==> config.mk <==
export PLATFORM = sky130hd
export DESIGN_NAME = control_unit_mc_flat
export DESIGN_NICKNAME = d
export VERILOG_FILES = /design/src/rtl/control_pkg.sv /design/src/rtl/control_unit_mc_if.sv /design/src/rtl/cond_check.sv /design/src/rtl/control_unit_mc.sv /design/src/flat_wrapper.sv
export SDC_FILE = /design/constraint.sdc
export NUM_CORES = 1
export LEC_CHECK = 0
export CAP_MARGIN = 25
export CORE_ASPECT_RATIO = 1.75
export CORE_MARGIN = 2
export CORE_UTILIZATION = 34
export DETAILED_ROUTE_END_ITERATION = 7
export PLACE_DENSITY = 0.81
export SYNTH_ARGS = -nofsm -noshare
export SYNTH_HDL_FRONTEND = slang
export SYNTH_HIERARCHICAL = 1
export SYNTH_SLANG_ARGS = --single-unit
==> constraint.sdc <==
create_clock -name CLK -period 2.6 [get_ports CLK]
set_input_delay 0.26 -clock CLK [delete_from_list [all_inputs] [get_ports CLK]]
set_output_delay 0.26 -clock CLK [all_outputs]
set_load 0.01 [all_outputs]
==> src/rtl/control_pkg.sv <==
// Shared encodings for the multicycle control unit:
// FSM states, ALU operations, mux selects and condition codes.
package control_pkg;

  typedef enum logic [3:0] {
    S_FETCH  = 4'd0,
    S_DECODE = 4'd1,
    S_MEMADR = 4'd2,
    S_MEMRD  = 4'd3,
    S_MEMWB  = 4'd4,
    S_MEMWR  = 4'd5,
    S_EXECR  = 4'd6,
    S_EXECI  = 4'd7,
    S_ALUWB  = 4'd8,
    S_BRANCH = 4'd9
  } state_t;

  localparam logic [3:0] ALU_AND = 4'b0000;
  localparam logic [3:0] ALU_EOR = 4'b0001;
  localparam logic [3:0] ALU_SUB = 4'b0010;
  localparam logic [3:0] ALU_RSB = 4'b0011;
  localparam logic [3:0] ALU_ADD = 4'b0100;
  localparam logic [3:0] ALU_ORR = 4'b1100;
  localparam logic [3:0] ALU_MOV = 4'b1101;
  localparam logic [3:0] CMD_CMP = 4'b1010;

  localparam logic [1:0] SRCB_REG  = 2'b00;
  localparam logic [1:0] SRCB_IMM  = 2'b01;
  localparam logic [1:0] SRCB_FOUR = 2'b10;

  localparam logic [1:0] RES_ALUOUT = 2'b00;
  localparam logic [1:0] RES_RDATA  = 2'b01;
  localparam logic [1:0] RES_ALU    = 2'b10;

  localparam logic [3:0] COND_EQ = 4'h0;
  localparam logic [3:0] COND_NE = 4'h1;
  localparam logic [3:0] COND_CS = 4'h2;
  localparam logic [3:0] COND_CC = 4'h3;
  localparam logic [3:0] COND_MI = 4'h4;
  localparam logic [3:0] COND_PL = 4'h5;
  localparam logic [3:0] COND_VS = 4'h6;
  localparam logic [3:0] COND_VC = 4'h7;
  localparam logic [3:0] COND_HI = 4'h8;
  localparam logic [3:0] COND_LS = 4'h9;
  localparam logic [3:0] COND_GE = 4'hA;
  localparam logic [3:0] COND_LT = 4'hB;
  localparam logic [3:0] COND_GT = 4'hC;
  localparam logic [3:0] COND_LE = 4'hD;
  localparam logic [3:0] COND_AL = 4'hE;
  localparam logic [3:0] COND_NV = 4'hF;

  function automatic logic cmd_ok(
    input logic [3:0] cmd
  );
    case (cmd)
      ALU_AND, ALU_EOR, ALU_SUB, ALU_RSB,
      ALU_ADD, ALU_ORR, ALU_MOV, CMD_CMP:
        cmd_ok = 1'b1;
      default:
        cmd_ok = 1'b0;
    endcase
  endfunction

endpackage

==> src/rtl/control_unit_mc_if.sv <==
// Instruction/flag inputs and control outputs of the
// multicycle control unit, bundled for the datapath.
interface control_unit_mc_if;
  logic [31:0] INSTR;
  logic [3:0]  ALUFlags;
  logic        PCWrite;
  logic        IRWrite;
  logic        RegWrite;
  logic        MemWrite;
  logic        AdrSrc;
  logic        ALUSrcA;
  logic [1:0]  ALUSrcB;
  logic [1:0]  ResultSrc;
  logic [3:0]  ALUControl;
  logic [1:0]  ImmSrc;
  logic [1:0]  RegSrc;
  logic [3:0]  Flags;
  logic [3:0]  State;

  modport master (
    input  INSTR, ALUFlags,
    output PCWrite, IRWrite, RegWrite, MemWrite,
    output AdrSrc, ALUSrcA, ALUSrcB, ResultSrc,
    output ALUControl, ImmSrc, RegSrc, Flags, State
  );

  modport slave (
    output INSTR, ALUFlags,
    input  PCWrite, IRWrite, RegWrite, MemWrite,
    input  AdrSrc, ALUSrcA, ALUSrcB, ResultSrc,
    input  ALUControl, ImmSrc, RegSrc, Flags, State
  );
endinterface

==> src/rtl/cond_check.sv <==
// Evaluates the instruction condition field against
// the stored {N,Z,C,V} flags.
module cond_check
  import control_pkg::*;
(
  input  logic [3:0] i_cond,
  input  logic [3:0] i_flags,
  output logic       o_condex
);

  logic w_n, w_z, w_c, w_v;

  assign {w_n, w_z, w_c, w_v} = i_flags;

  always_comb begin
    o_condex = 1'b0;
    case (i_cond)
      COND_EQ: o_condex = w_z;
      COND_NE: o_condex = !w_z;
      COND_CS: o_condex = w_c;
      COND_CC: o_condex = !w_c;
      COND_MI: o_condex = w_n;
      COND_PL: o_condex = !w_n;
      COND_VS: o_condex = w_v;
      COND_VC: o_condex = !w_v;
      COND_HI: o_condex = w_c & !w_z;
      COND_LS: o_condex = !w_c | w_z;
      COND_GE: o_condex = (w_n == w_v);
      COND_LT: o_condex = (w_n != w_v);
      COND_GT: o_condex = !w_z & (w_n == w_v);
      COND_LE: o_condex = w_z | (w_n != w_v);
      COND_AL: o_condex = 1'b1;
      COND_NV: o_condex = 1'b0;
      default: o_condex = 1'b0;
    endcase
  end

endmodule

==> src/rtl/control_unit_mc.sv <==
// Multicycle control unit: instruction-sequencing FSM
// plus the condition flag register.
module control_unit_mc
  import control_pkg::*;
(
  input  logic          CLK,
  input  logic          RESET,
  control_unit_mc_if.master bus
);

  state_t     r_state;
  state_t     w_next;
  logic [3:0] r_flags;

  logic [3:0] w_cond, w_cmd, w_rd, w_dp_alu;
  logic [1:0] w_op;
  logic       w_i, w_s, w_u, w_l;
  logic       w_condex, w_ok, w_nowrite;
  logic       w_rd15, w_flag_en;

  logic       w_pcw, w_irw, w_rw, w_mw;
  logic       w_adr, w_srca;
  logic [1:0] w_srcb, w_res;
  logic [3:0] w_alu;

  assign w_cond = bus.INSTR[31:28];
  assign w_op   = bus.INSTR[27:26];
  assign w_i    = bus.INSTR[25];
  assign w_cmd  = bus.INSTR[24:21];
  assign w_u    = bus.INSTR[23];
  assign w_s    = bus.INSTR[20];
  assign w_l    = bus.INSTR[20];
  assign w_rd   = bus.INSTR[15:12];

  assign w_rd15    = (w_rd == 4'd15);
  assign w_ok      = cmd_ok(w_cmd);
  assign w_nowrite = (w_cmd == CMD_CMP) | !w_ok;
  assign w_dp_alu  = (w_cmd == CMD_CMP) ? ALU_SUB
                                        : w_cmd;

  cond_check u_cond (
    .i_cond   (w_cond),
    .i_flags  (r_flags),
    .o_condex (w_condex)
  );

  assign w_flag_en = ((r_state == S_EXECR) ||
                      (r_state == S_EXECI)) &
                     w_s & w_condex & w_ok;

  always_ff @(posedge CLK or negedge RESET) begin
    if (!RESET) begin
      r_state <= S_FETCH;
      r_flags <= 4'b0000;
    end else begin
      r_state <= w_next;
      if (w_flag_en)
        r_flags <= bus.ALUFlags;
    end
  end

  always_comb begin
    w_next = S_FETCH;
    w_pcw  = 1'b0;
    w_irw  = 1'b0;
    w_rw   = 1'b0;
    w_mw   = 1'b0;
    w_adr  = 1'b0;
    w_srca = 1'b0;
    w_srcb = SRCB_REG;
    w_res  = RES_ALUOUT;
    w_alu  = ALU_AND;
    case (r_state)
      S_FETCH: begin
        w_irw  = 1'b1;
        w_pcw  = 1'b1;
        w_srca = 1'b1;
        w_srcb = SRCB_FOUR;
        w_alu  = ALU_ADD;
        w_res  = RES_ALU;
        w_next = S_DECODE;
      end
      S_DECODE: begin
        w_srca = 1'b1;
        w_srcb = SRCB_FOUR;
        w_alu  = ALU_ADD;
        w_res  = RES_ALU;
        case (w_op)
          2'b00: w_next = w_i ? S_EXECI : S_EXECR;
          2'b01: w_next = S_MEMADR;
          2'b10: w_next = S_BRANCH;
          default: w_next = S_FETCH;
        endcase
      end
      S_MEMADR: begin
        w_srcb = SRCB_IMM;
        w_alu  = w_u ? ALU_ADD : ALU_SUB;
        w_next = w_l ? S_MEMRD : S_MEMWR;
      end
      S_MEMRD: begin
        w_adr  = 1'b1;
        w_next = S_MEMWB;
      end
      S_MEMWB: begin
        w_res = RES_RDATA;
        w_rw  = w_condex;
        w_pcw = w_condex & w_rd15;
      end
      S_MEMWR: begin
        w_adr = 1'b1;
        w_mw  = w_condex;
      end
      S_EXECR: begin
        w_alu  = w_dp_alu;
        w_next = S_ALUWB;
      end
      S_EXECI: begin
        w_srcb = SRCB_IMM;
        w_alu  = w_dp_alu;
        w_next = S_ALUWB;
      end
      S_ALUWB: begin
        w_rw  = w_condex & !w_nowrite;
        w_pcw = w_condex & !w_nowrite & w_rd15;
      end
      S_BRANCH: begin
        w_srcb = SRCB_IMM;
        w_alu  = ALU_ADD;
        w_res  = RES_ALU;
        w_pcw  = w_condex;
      end
      default: w_next = S_FETCH;
    endcase
  end

  // Enables are gated so reset silences them immediately.
  assign bus.PCWrite    = w_pcw & RESET;
  assign bus.IRWrite    = w_irw & RESET;
  assign bus.RegWrite   = w_rw & RESET;
  assign bus.MemWrite   = w_mw & RESET;
  assign bus.AdrSrc     = w_adr;
  assign bus.ALUSrcA    = w_srca;
  assign bus.ALUSrcB    = w_srcb;
  assign bus.ResultSrc  = w_res;
  assign bus.ALUControl = w_alu;
  assign bus.ImmSrc     = w_op;
  assign bus.RegSrc     = {w_op == 2'b10,
                           w_op == 2'b01};
  assign bus.Flags      = r_flags;
  assign bus.State      = r_state;

endmodule

==> src/flat_wrapper.sv <==
// flat-port wrapper written by rule: the top's interface ports become plain ports
module control_unit_mc_flat import control_pkg::*;
  (CLK, RESET, bus_INSTR, bus_ALUFlags, bus_PCWrite, bus_IRWrite, bus_RegWrite, bus_MemWrite, bus_AdrSrc, bus_ALUSrcA, bus_ALUSrcB, bus_ResultSrc, bus_ALUControl, bus_ImmSrc, bus_RegSrc, bus_Flags, bus_State);
  control_unit_mc_if bus_i ();
  input  logic CLK;
  input  logic RESET;
  input wire logic [$bits(bus_i.INSTR)-1:0] bus_INSTR;
  input wire logic [$bits(bus_i.ALUFlags)-1:0] bus_ALUFlags;
  output wire logic [$bits(bus_i.PCWrite)-1:0] bus_PCWrite;
  output wire logic [$bits(bus_i.IRWrite)-1:0] bus_IRWrite;
  output wire logic [$bits(bus_i.RegWrite)-1:0] bus_RegWrite;
  output wire logic [$bits(bus_i.MemWrite)-1:0] bus_MemWrite;
  output wire logic [$bits(bus_i.AdrSrc)-1:0] bus_AdrSrc;
  output wire logic [$bits(bus_i.ALUSrcA)-1:0] bus_ALUSrcA;
  output wire logic [$bits(bus_i.ALUSrcB)-1:0] bus_ALUSrcB;
  output wire logic [$bits(bus_i.ResultSrc)-1:0] bus_ResultSrc;
  output wire logic [$bits(bus_i.ALUControl)-1:0] bus_ALUControl;
  output wire logic [$bits(bus_i.ImmSrc)-1:0] bus_ImmSrc;
  output wire logic [$bits(bus_i.RegSrc)-1:0] bus_RegSrc;
  output wire logic [$bits(bus_i.Flags)-1:0] bus_Flags;
  output wire logic [$bits(bus_i.State)-1:0] bus_State;
  assign bus_i.INSTR = bus_INSTR;
  assign bus_i.ALUFlags = bus_ALUFlags;
  assign bus_PCWrite = bus_i.PCWrite;
  assign bus_IRWrite = bus_i.IRWrite;
  assign bus_RegWrite = bus_i.RegWrite;
  assign bus_MemWrite = bus_i.MemWrite;
  assign bus_AdrSrc = bus_i.AdrSrc;
  assign bus_ALUSrcA = bus_i.ALUSrcA;
  assign bus_ALUSrcB = bus_i.ALUSrcB;
  assign bus_ResultSrc = bus_i.ResultSrc;
  assign bus_ALUControl = bus_i.ALUControl;
  assign bus_ImmSrc = bus_i.ImmSrc;
  assign bus_RegSrc = bus_i.RegSrc;
  assign bus_Flags = bus_i.Flags;
  assign bus_State = bus_i.State;
  control_unit_mc u_core (.CLK(CLK), .RESET(RESET), .bus(bus_i));
endmodule
# Word-level counts from Yosys, hierarchy flattened
# Memories as Yosys holds them, arrays and structs flattened.
# Index checks and enable logic that the tools add are counted.
dict set report word_totals {
  ff_bits 8
  word_cells 79
  romBits 16
  n_memories 1
  inputBits 38
}
# memory depth width rd rd_ports_with_merged_regs wr line
set memory_table {}
lappend memory_table {{(name not given)} 16 1 1 0 0 control_pkg.sv:55} ;# case (cmd)
dict set report classes {
  bitwise 15
  n_reduce_logical 15
  eq_ne 30
  n_mux 16
}
# cell n
set op_table {}
lappend op_table {{$eq A4 B4 Y1 const B} 12}
lappend op_table {{$eq A4 B3 Y1 const B} 8}
lappend op_table {{$pmux W4 S3} 2}
lappend op_table {{$pmux W4 S5} 1}
lappend op_table {{$eq A4 B2 Y1 const B} 4}
lappend op_table {{$pmux W1 S16} 1}
lappend op_table {{$and A1 B1 Y1} 12}
lappend op_table {{$eq A4 B1 Y1 const B} 2}
lappend op_table {{$logic_not A4 Y1} 2}
lappend op_table {{$pmux W2 S2} 2}
lappend op_table {{$logic_not A1 Y1} 6}
lappend op_table {{$mux W3} 2}
lappend op_table {{$reduce_or A2 Y1} 3}
lappend op_table {{$reduce_or A3 Y1} 2}
lappend op_table {{$mux W1} 5}
lappend op_table {{$mux W4} 1}
lappend op_table {{$pmux W1 S4} 1}
lappend op_table {{$or A1 B1 Y1} 3}
lappend op_table {{$eq A2 B1 Y1 const B} 1}
lappend op_table {{$eq A2 B2 Y1 const B} 1}
lappend op_table {{$logic_not A2 Y1} 1}
lappend op_table {{$pmux W1 S2} 1}
lappend op_table {{$eq A1 B1 Y1} 1}
lappend op_table {{$logic_or A1 B1 Y1} 1}
lappend op_table {{$ne A1 B1 Y1} 1}

# Longest topological paths before layout
# Gate-level depths: netlist of the first run.
# An unclocked memory read counts as a cell.
dict set report depth {
  depth_word 8
  ltp_mapped 10
  depth_no_buf 9
}

# Modules after synthesis
# Netlist of the first run, hierarchy kept.
# module area_each_um2 n_inst cells_per_inst
set modules_own_cells {}
lappend modules_own_cells {control_unit_mc 689.4 1 88}
lappend modules_own_cells {cond_check 155.1 1 23}

# Worst setup path before layout of the first run
# No wires, ideal clock.
dict set report synth_timing {
  kind {flip-flop to output port}
  start {register u_core.r_flags[3], in the netlist u_core/bus.Flags[3]}
  end {output bus_PCWrite}
  path_slack_ps 345
  path_stages_with_launch 10
  required_time_ps 2340
  arrival_time_ps 1995
  path_cell_list {dfrtp_1 -> xor2_1 -> xor2_1 -> a2111oi_1 -> a311oi_1 -> o22ai_1 -> o21ai_0 -> a21oi_1 -> a31oi_1 -> nor2_1}
}
dict set report synth_via {
  elab_chain_cells 7
  elab_cells_between_ends 11
  cone_classes {eq/ne: 2; mux: 2; bitwise: 6; reduce/logical: 1}
}
# element line
set synth_lines {}
lappend synth_lines {{start, declared} control_unit_mc.sv:13} ;# logic [3:0] r_flags;
lappend synth_lines {{start signal, assigned} control_unit_mc.sv:58} ;# r_flags <= bus.ALUFlags;
lappend synth_lines {{$ne A1 B1 Y1 or $eq A1 B1 Y1 (tied branches)} --}
lappend synth_lines {{$or A1 B1 Y1 or $and A1 B1 Y1 (tied branches)} {cond_check.sv:31, cond_check.sv:30}}
lappend synth_lines {{$pmux W1 S16 *} cond_check.sv:17} ;# case (i_cond)
lappend synth_lines {{via u_core.w_condex} control_unit_mc.sv:18} ;# logic w_condex, w_ok, w_nowrite;
lappend synth_lines {{$and A1 B1 Y1 (2 in a row)} control_unit_mc.sv:124} ;# w_pcw = w_condex & !w_nowrite & w_rd15;
lappend synth_lines {{$pmux W1 S4 *} control_unit_mc.sv:73} ;# case (r_state)
lappend synth_lines {{$and A1 B1 Y1 *} control_unit_mc.sv:137} ;# assign bus.PCWrite = w_pcw & RESET;
lappend synth_lines {{end, declared} flat_wrapper.sv:9} ;# output wire logic [$bits(bus_i.PCWrite)-1:0] bus_PCWrite;
# Mark *: on every way through the listed nets, which the timed path passes. The rest lies on a longest branch.

# Worst setup path after layout of the first run
# Same ends and word-level chain as after synthesis.

==> impl_metrics.json, run 1 <==
{
  "maxCapViolCount": 0,
  "synth_seq_area_share": 0.237,
  "antennaDiodeCount": 0,
  "io_pins": 64,
  "ys_top_cells_by_count": "15 x nor2_1, 9 x a21oi_1, 8 x dfrtp_1",
  "r2r_cells": 8,
  "cts_tree": "done",
  "powerDensity_nw_per_um2": 962,
  "ctsHtreeMaxLevel": 1,
  "num_rows": 23,
  "setup_viol": 0,
  "syn-num-nets": 149,
  "grtUsageTotal": 0.171,
  "r2r_start": "u_core/bus.Flags[3]$_DFFE_PN0P_",
  "async_flop_share": 1.00,
  "grt_start_max_net_pins": 15,
  "post_cts_buffers": 0,
  "peakVddDrop_v": 0.000570,
  "root_buffer": "clkbuf_8",
  "synth_seq_cells": 8,
  "gp_congestion": 0.914,
  "synthTopCellsByArea": "dfrtp_1 24%, mux2_4 8.9%, nor2_1 6.7%",
  "antenna_found_initial": 0,
  "area_growth_pct": 70.2,
  "grt_overflow_total": 0,
  "power.total_uw": 1380,
  "core-area_um2": 2330,
  "slew_headroom": 0.725,
  "drt_iter0_markers": 25,
  "die_area_um2": 2910,
  "r2r_setup_slack_ns": 0.41,
  "nets": 206,
  "period_share": 0.936,
  "dp_hpwl_mm": 2.04,
  "hold_viol_final": 0,
  "synth.avg_cell_area_um2": 7.61,
  "drt-pass1-iter-count": 5,
  "ys_types": 40,
  "cts-hold-fix-buffers": 0,
  "clkTransAtPathRegs_ns": 0.04,
  "cp.required_ns": 2.34,
  "worstPathArrival_ns": 2.17,
  "status": "completed",
  "period_needed_ns": 2.43,
  "synth_flop_cell": "dfrtp_1",
  "path_max_fanout": 5,
  "hold_class": "input pin to asynchronous set/reset pin",
  "rsz0062_at_grt": "yes",
  "timing.rr.end": "u_core/bus.Flags[2]$_DFFE_PN0P_",
  "syn_area_um2": 845,
  "start_util": 0.362,
  "worstMarginPinSlew_ns": 0.412,
  "route.detailed.drc": 0,
  "critPathCaptureType": "primary output",
  "wl_per_cell_um": 13.3,
  "die_w_um": 41.7,
  "grt_pass1_wl_mm": 4.15,
  "cts_made_buffers": 3,
  "synth_most_common_cell": "nor2_1",
  "io_buffers": 47,
  "drive_above_1_share": 0.193,
  "synth_edf_count": 0,
  "vias": 1021,
  "cts.path.max_buffers": 2,
  "antenna_left": 0,
  "fmax_mhz": 411,
  "cts.sinks": 8,
  "netlist.area_leader.share": 0.237,
  "path_class": "flip-flop to primary output",
  "setup-tns-final_ns": 0,
  "synth_area_leader_cell": "dfrtp_1",
  "synth-warning-count": 6,
  "insertion_delay_ns": 0.22,
  "netlist_instances": 111,
  "leakagePower_uw": 0.000611,
  "cp-start-kind": "flip-flop",
  "grt_pass1_vias": 990,
  "finClkSkew_ns": 0.00316,
  "finalWirelength_mm": 2.55,
  "via_per_inst": 5.35,
  "die_h_um": 69.9,
  "holdWs_ns": 0.364,
  "slew_viol_final": 0
}
[state kept, by name, indices dropped and copies added (netlist names)]
register	cells
u_core/bus.Flags	4
u_core/bus.State	4
[worst max-delay path, cell delays in order, from the launching register on]
cell and delay [ns]:
dfrtp_1 0.40, xor2_2 0.20, xor2_1 0.16, a2111oi_2 0.31, a311oi_1 0.09, o22ai_1 0.18, buf_4 0.16, and3_1 0.14
a31oi_1 0.08, nor2_1 0.11, clkbuf_2 0.13
[per-layer routing]
layer | track usage | share of wire | vias up
met5 | 0 | 0 | -
met4 | 0.0502 | 0.0071 | 0
met3 | 0.0310 | 0.056 | 2
met2 | 0.313 | 0.53 | 42
met1 | 0.196 | 0.40 | 472
li1 | - | - | 505
[cell type report]
cell class / count / area (um2)
inverter: 4 / 15.0
sequential: 8 / 200
clock buffer: 3 / 41.3
timing repair buffer: 60 / 551
tap: 25 / 31.3
fill: 204 / 893
multi-input combinational: 91 / 599
[worst max path at each step]
stage          depth (start not counted)                            start          end  slack, ns
6_report                              10  u_core/bus.Flags[3]$_DFFE_PN0P_  bus_PCWrite       0.17
5_1_grt                               10  u_core/bus.Flags[3]$_DFFE_PN0P_  bus_PCWrite      -0.02
4_1_cts                               10  u_core/bus.Flags[3]$_DFFE_PN0P_  bus_PCWrite      0.005
3_5_place_dp                          11                    bus_INSTR[28]  bus_PCWrite      -0.29
3_3_place_gp                          12                    bus_INSTR[28]  bus_PCWrite      -0.26
2_1_floorplan                          9  u_core/bus.Flags[3]$_DFFE_PN0P_  bus_PCWrite       0.35
[cells by family after synthesis]
kind of cell             share of synthesized area
AND/OR/NAND/NOR                              0.313
AO/OA/AOI/OAI                                0.218
buffers and inverters                       0.0681
flip-flops                                   0.237
multiplexers                                 0.101
XOR/XNOR                                    0.0519
adder cells (fa/ha/maj)                     0.0119
[what timing repair did]
| item | 4_1_cts | 5_1_grt |
|---|---|---|
| setup endpoints to repair | 3 | 3 |
| gates resized for setup | 6 | 8 |
| pin swaps | 1 | 2 |
[where the power goes]
| part | switching, uW | leakage, uW | internal (uW) |
|---|---|---|---|
| combinational | 414 | 0.000483 | 534 |
| clock | 40.0 | 0.0000216 | 99.5 |
| sequential | 119 | 0.000106 | 176 |
[cell usage in the layout, fill, tap and decap left out, types with 2 or more instances in the layout]
master and instances:
clkbuf_2 3, and3_1 2, mux2_4 5, nand2_1 7, or2_2 3, xnor2_1 2
o21ai_0 4, dlygate4sd2_1 2, clkdlybuf4s50_1 42, xor2_1 2, clkbuf_8 3, nor2_1 15
inv_1 4, nand3_1 2, nor3_1 5, a31oi_1 3, dfrtp_1 8, buf_4 13
a21oi_1 9, nor2b_1 5, nand2b_1 5
[stage by stage]
step	utilization	worst slack [ns]	area (um2)	cells
after floorplan	-	0.345	845	111
after global placement	0.601	-0.261	1400	188
after detailed placement	0.601	-0.287	1400	188
after CTS	0.619	0.00546	1440	191
after global routing	0.617	-0.0248	1440	191
final	0.617	0.166	1440	191
Note: power is estimated with default switching activity, not from simulation.
==> run 2, diff against run 1 <==
CORE_MARGIN = unset   (was 2)
==> run 2 against run 1 <==
Design area increased by 0.52%. Non-clock buffer count unchanged. Cell count unchanged. Register-to-register slack worse by 0.03 ns. Largest cell class unchanged.
==> impl_metrics.json, run 2 (synthesis results as in run 1) <==
{
  "slew_viol_final": 0,
  "grt_overflow_total": 0,
  "path_class": "flip-flop to primary output",
  "route.detailed.drc": 0,
  "status": "completed",
  "io_buffers": 47,
  "final_util": 0.620,
  "fmax_mhz": 399,
  "setup_viol": 0,
  "cts_made_buffers": 3,
  "io_pins": 64,
  "worstMarginPinSlew_ns": 0.437,
  "finalWirelength_mm": 2.61,
  "grt_pass1_wl_mm": 3.79,
  "path_max_fanout": 5,
  "rsz0062_at_grt": "no",
  "area_growth_pct": 71.1,
  "critPathCaptureType": "primary output",
  "worstPathArrival_ns": 2.25,
  "gp_congestion": 0.806,
  "drive_above_1_share": 0.181,
  "cp-start-kind": "flip-flop",
  "mostFrequentLayoutCells": "42 x clkdlybuf4s50_1, 15 x nor2_1, 13 x buf_4, 9 x a21oi_1, 8 x dfrtp_1",
  "hold_class": "input pin to asynchronous set/reset pin",
  "r2r_setup_slack_ns": 0.38,
  "holdWs_ns": 0.369,
  "drt-pass1-iter-count": 4,
  "ctsHtreeMaxLevel": 1,
  "grt_pass1_vias": 916,
  "cp.required_ns": 2.34,
  "die_h_um": 67.9,
  "antennaDiodeCount": 0,
  "cts_tree": "done",
  "powerDensity_nw_per_um2": 957,
  "wl_per_cell_um": 13.6,
  "grtUsageTotal": 0.193,
  "num_rows": 23,
  "dp_hpwl_mm": 2.05,
  "leakagePower_uw": 0.000619,
  "root_buffer": "clkbuf_8",
  "vias": 1023,
  "slew_headroom": 0.708,
  "maxCapViolCount": 0,
  "grt_start_max_net_pins": 15,
  "die_area_um2": 2700,
  "finClkSkew_ns": 0.000173,
  "clkTransAtPathRegs_ns": 0.04,
  "drt_iter0_markers": 21,
  "via_per_inst": 5.36,
  "hold_viol_final": 0,
  "start_util": 0.362,
  "core-area_um2": 2330,
  "antenna_left": 0,
  "nets": 206,
  "period_needed_ns": 2.51,
  "die_w_um": 39.7,
  "period_share": 0.964,
  "cts.sinks": 8,
  "insertion_delay_ns": 0.22,
  "cts.path.max_buffers": 2,
  "peakVddDrop_v": 0.000662,
  "antenna_found_initial": 0,
  "final_common_cell": "clkdlybuf4s50_1"
}
==> run 2: what timing repair did <==
item,CTS,global route
hold buffers,0,0
resized for setup,7,3
buffers inserted,0,0
gates cloned,0,0
pin swaps,2,3
setup endpoints to repair,3,3
==> run 2: per-layer routing <==
metal | vias to the layer above | GRT usage | wire [um]
met5 | - | 0 | 0
met4 | 0 | 0.0129 | 0
li1 | 504 | - | -
met2 | 33 | 0.375 | 1440
met3 | 0 | 0.0455 | 150
met1 | 486 | 0.204 | 1020
==> run 2: path summary, 6_finish.rpt <==
check                                                 from                              end  cells past startpoint
hold reg to reg            u_core/bus.Flags[1]$_DFFE_PN0P_  u_core/bus.Flags[1]$_DFFE_PN0P_                      1
setup / recovery           u_core/bus.Flags[3]$_DFFE_PN0P_                     bus_MemWrite                      9
hold / removal                                       RESET    u_core/bus.State[3]$_DFF_PN0_                      2
setup reg to reg           u_core/bus.Flags[3]$_DFFE_PN0P_  u_core/bus.Flags[2]$_DFFE_PN0P_                      8
max in group asynchronous                            RESET    u_core/bus.State[1]$_DFF_PN0_                      2
min in group CLK           u_core/bus.Flags[1]$_DFFE_PN0P_  u_core/bus.Flags[1]$_DFFE_PN0P_                      1
==> run 2: final cells by class <==
type	instances	area (um2)
fill	202	886
multi-input combinational	91	599
timing repair buffer	60	558
sequential	8	200
clock buffer	3	41.3
tap	25	31.3
inverter	4	15.0
==> run 2: power by group <==
part,leakage [uW],internal [uW],switching (uW)
logic,0.000491,534,412
registers,0.000106,176,120
clock network,0.0000216,99.7,41.7
total,0.000619,809,574
==> run 2: critical path: stages (launching register included) <==
cell and delay [ns]:
dfrtp_1 0.40, xor2_2 0.19, xor2_1 0.17, a2111oi_2 0.37, a311oi_1 0.08, o22ai_1 0.16
buf_4 0.17, nand2_1 0.05, nor3_1 0.14, dlygate4sd2_1 0.31
==> run 2: per-stage QoR <==
stage	area [um2]	setup slack [ns]	power, uW	TNS (ns)	instances
after floorplan	845	0.345	757	0	111
after global placement	1400	-0.268	1210	-0.625	188
after detailed placement	1400	-0.357	1240	-0.874	188
after CTS	1450	0.00328	1390	0	191
after global routing	1450	0.000562	1490	0	191
final	1450	0.0937	1380	0	191
==> patch, RTL diff (config.mk and constraints of run 2) <==
Reset style: synchronous (`RESET`), changed in one clocked block.
--- a/src/rtl/control_unit_mc.sv
+++ b/src/rtl/control_unit_mc.sv
@@ -48,7 +48,7 @@
                       (r_state == S_EXECI)) &
                      w_s & w_condex & w_ok;
 
-  always_ff @(posedge CLK or negedge RESET) begin
+  always_ff @(posedge CLK) begin
     if (!RESET) begin
       r_state <= S_FETCH;
       r_flags <= 4'b0000;
Check against the original RTL: differs if RESET is asserted again (counterexample within 4 cycles, from zero or initial values and one cycle with RESET low); with RESET held inactive, the same outputs for 10 cycles.
==> patch against run 2 <==
The flow now finishes with violations (setup timing); first-iteration DRC count unchanged; worst setup slack got worse by 0.19 ns; critical path type unchanged; sequential share of layout area decreased by 2.9 points; synthesized area increased by 2.2%; wire length increased by 6.9%; sequential cell count unchanged; cell area increased by 2.7%; utilization increased by 1.7 points.
Power is not compared: it rests on default switching activity, and its combinational part moved more than twofold at a synthesized area within 25%.
==> patch: results (changes against run 2) <==
Final layout
  • Net total in the final layout: 215 (was 206)
  • Fill cell instance count of the final layout: 213 (was 202)
  • Post-route non-filler standard cell count: 200 (was 191)
  • Ratio of cells with drive above 1 in the final layout: 21.1% (was 18.1%)

Global routing
  • Largest net degree at the start of global routing: 17 (was 15)
  • Met2 layer usage reported by global route: 43.5% (was 37.5%)
  • Global-route total usage across every layer: 22.6% (was 19.3%)
  • Wire length of the first global-routing pass: 4.42 mm (was 3.79 mm)
  • Number of global-route vias before repair: 1117 (was 916)
  • Met1 Usage GRT: 21.8% (was 20.4%)

Timing
  • Worst setup margin: -0.0964 ns (was 0.0937 ns)
  • Tightest slew margin relative to the limit: 63.3% (was 70.8%)
  • Final sum of negative setup slack: -0.105 ns (was 0 ns)
  • Endpoints failing setup: 2 (was 0)
  • Fin Clk Skew: 0.00733 ns (was 0.000173 ns)

Setup path
  • CP arrival: 2.44 ns (was 2.25 ns)
  • Worst setup path end: bus_PCWrite (was bus_MemWrite)
  • Crit path from: u_core/bus.Flags[0] (was u_core/bus.Flags[3])
  • Launch instance of the worst register-to-register path: u_core/bus.Flags[3] (unchanged)
  • Worst R2R Setup Slack: 0.24 ns (was 0.38 ns)
  • R2R depth: 9 (was 8)
  • Critical path's largest stage delay: 0.34 ns (was 0.40 ns)
  • Reg-to-reg critical path endpoint: u_core/bus.Flags[3] (was u_core/bus.Flags[2])
  • Critical Path Slowest Stage Cell: sky130_fd_sc_hd__a2111oi_2 (was sky130_fd_sc_hd__dfrtp_1)

Placement
  • Detailed-placement wirelength estimate: 2.11 mm (was 2.05 mm)
  • Weighted congestion reported at the end of routability-driven placement: 0.884 (was 0.806)
  • Instance area after placement: 1410 µm² (was 1400 µm²)
  • Placed instance count: 194 (was 188)
  • Worst Setup Slack post-DPL: -0.839 ns (was -0.357 ns)

Die
  • Die Footprint: 2750 µm² (was 2700 µm²)

Routing
  • Drt wl/cell: 13.9 µm (was 13.6 µm)
  • Per-cell via count in the routed design: 5.62 (was 5.36)

Clock network
  • Post-CTS repair timing setup buffer count: 2 (was 0)

Run status
  • Violations in the final reports: setup timing
  • Run status: finished with violations (was completed)

Logic synthesis
  • Seq/Total Area, Yosys: 18.6% (was 23.7%)
  • Most used flip-flop cell after synthesis: sky130_fd_sc_hd__dfxtp_1 (was sky130_fd_sc_hd__dfrtp_1)
  • Unique cell type count in the Yosys netlist: 43 (was 40)
  • Async set-reset flop share out of synthesis: 0% (was 100%)

Min path
  • Class of the worst hold path: reg -> reg (was in -> async)
## patch: cell type report
class                      instances  area [µm²]  share of cell area (%)
tap                               25        31.3                    2.11
clock buffer                       3        41.3                    2.78
inverter                           4        15.0                    1.01
timing repair buffer              66         596                    40.1
sequential                         8         163                    11.0
multi-input combinational         94         638                    43.0
## patch: cells by family (layout without fill, tap and decap cells)
kind of cell / after synthesis / after routing / synth area share [%]
and+or+nand+nor: 52 / 52 / 32.8
AOI/OAI and AO/OA: 30 / 30 / 24.6
buffers and inverters: 16 / 73 / 11.0
DFF: 8 / 8 / 18.6
xor gates and xnor gates: 6 / 6 / 6.09
muxes: 6 / 6 / 6.96
## patch: layer usage
layer / routed length [µm] / up-vias
li1: - / 537
met1: 1040 / 527
met2: 1510 / 54
met3: 200 / 6
met4: 34 / 0
met5: 0 / -
## patch: report_power, final
| group | internal [mW] | switching, mW |
|---|---|---|
| Combinational | 0.113 | 0.0846 |
| Sequential | 0.127 | 0.0146 |
| Clock | 0.100 | 0.0496 |
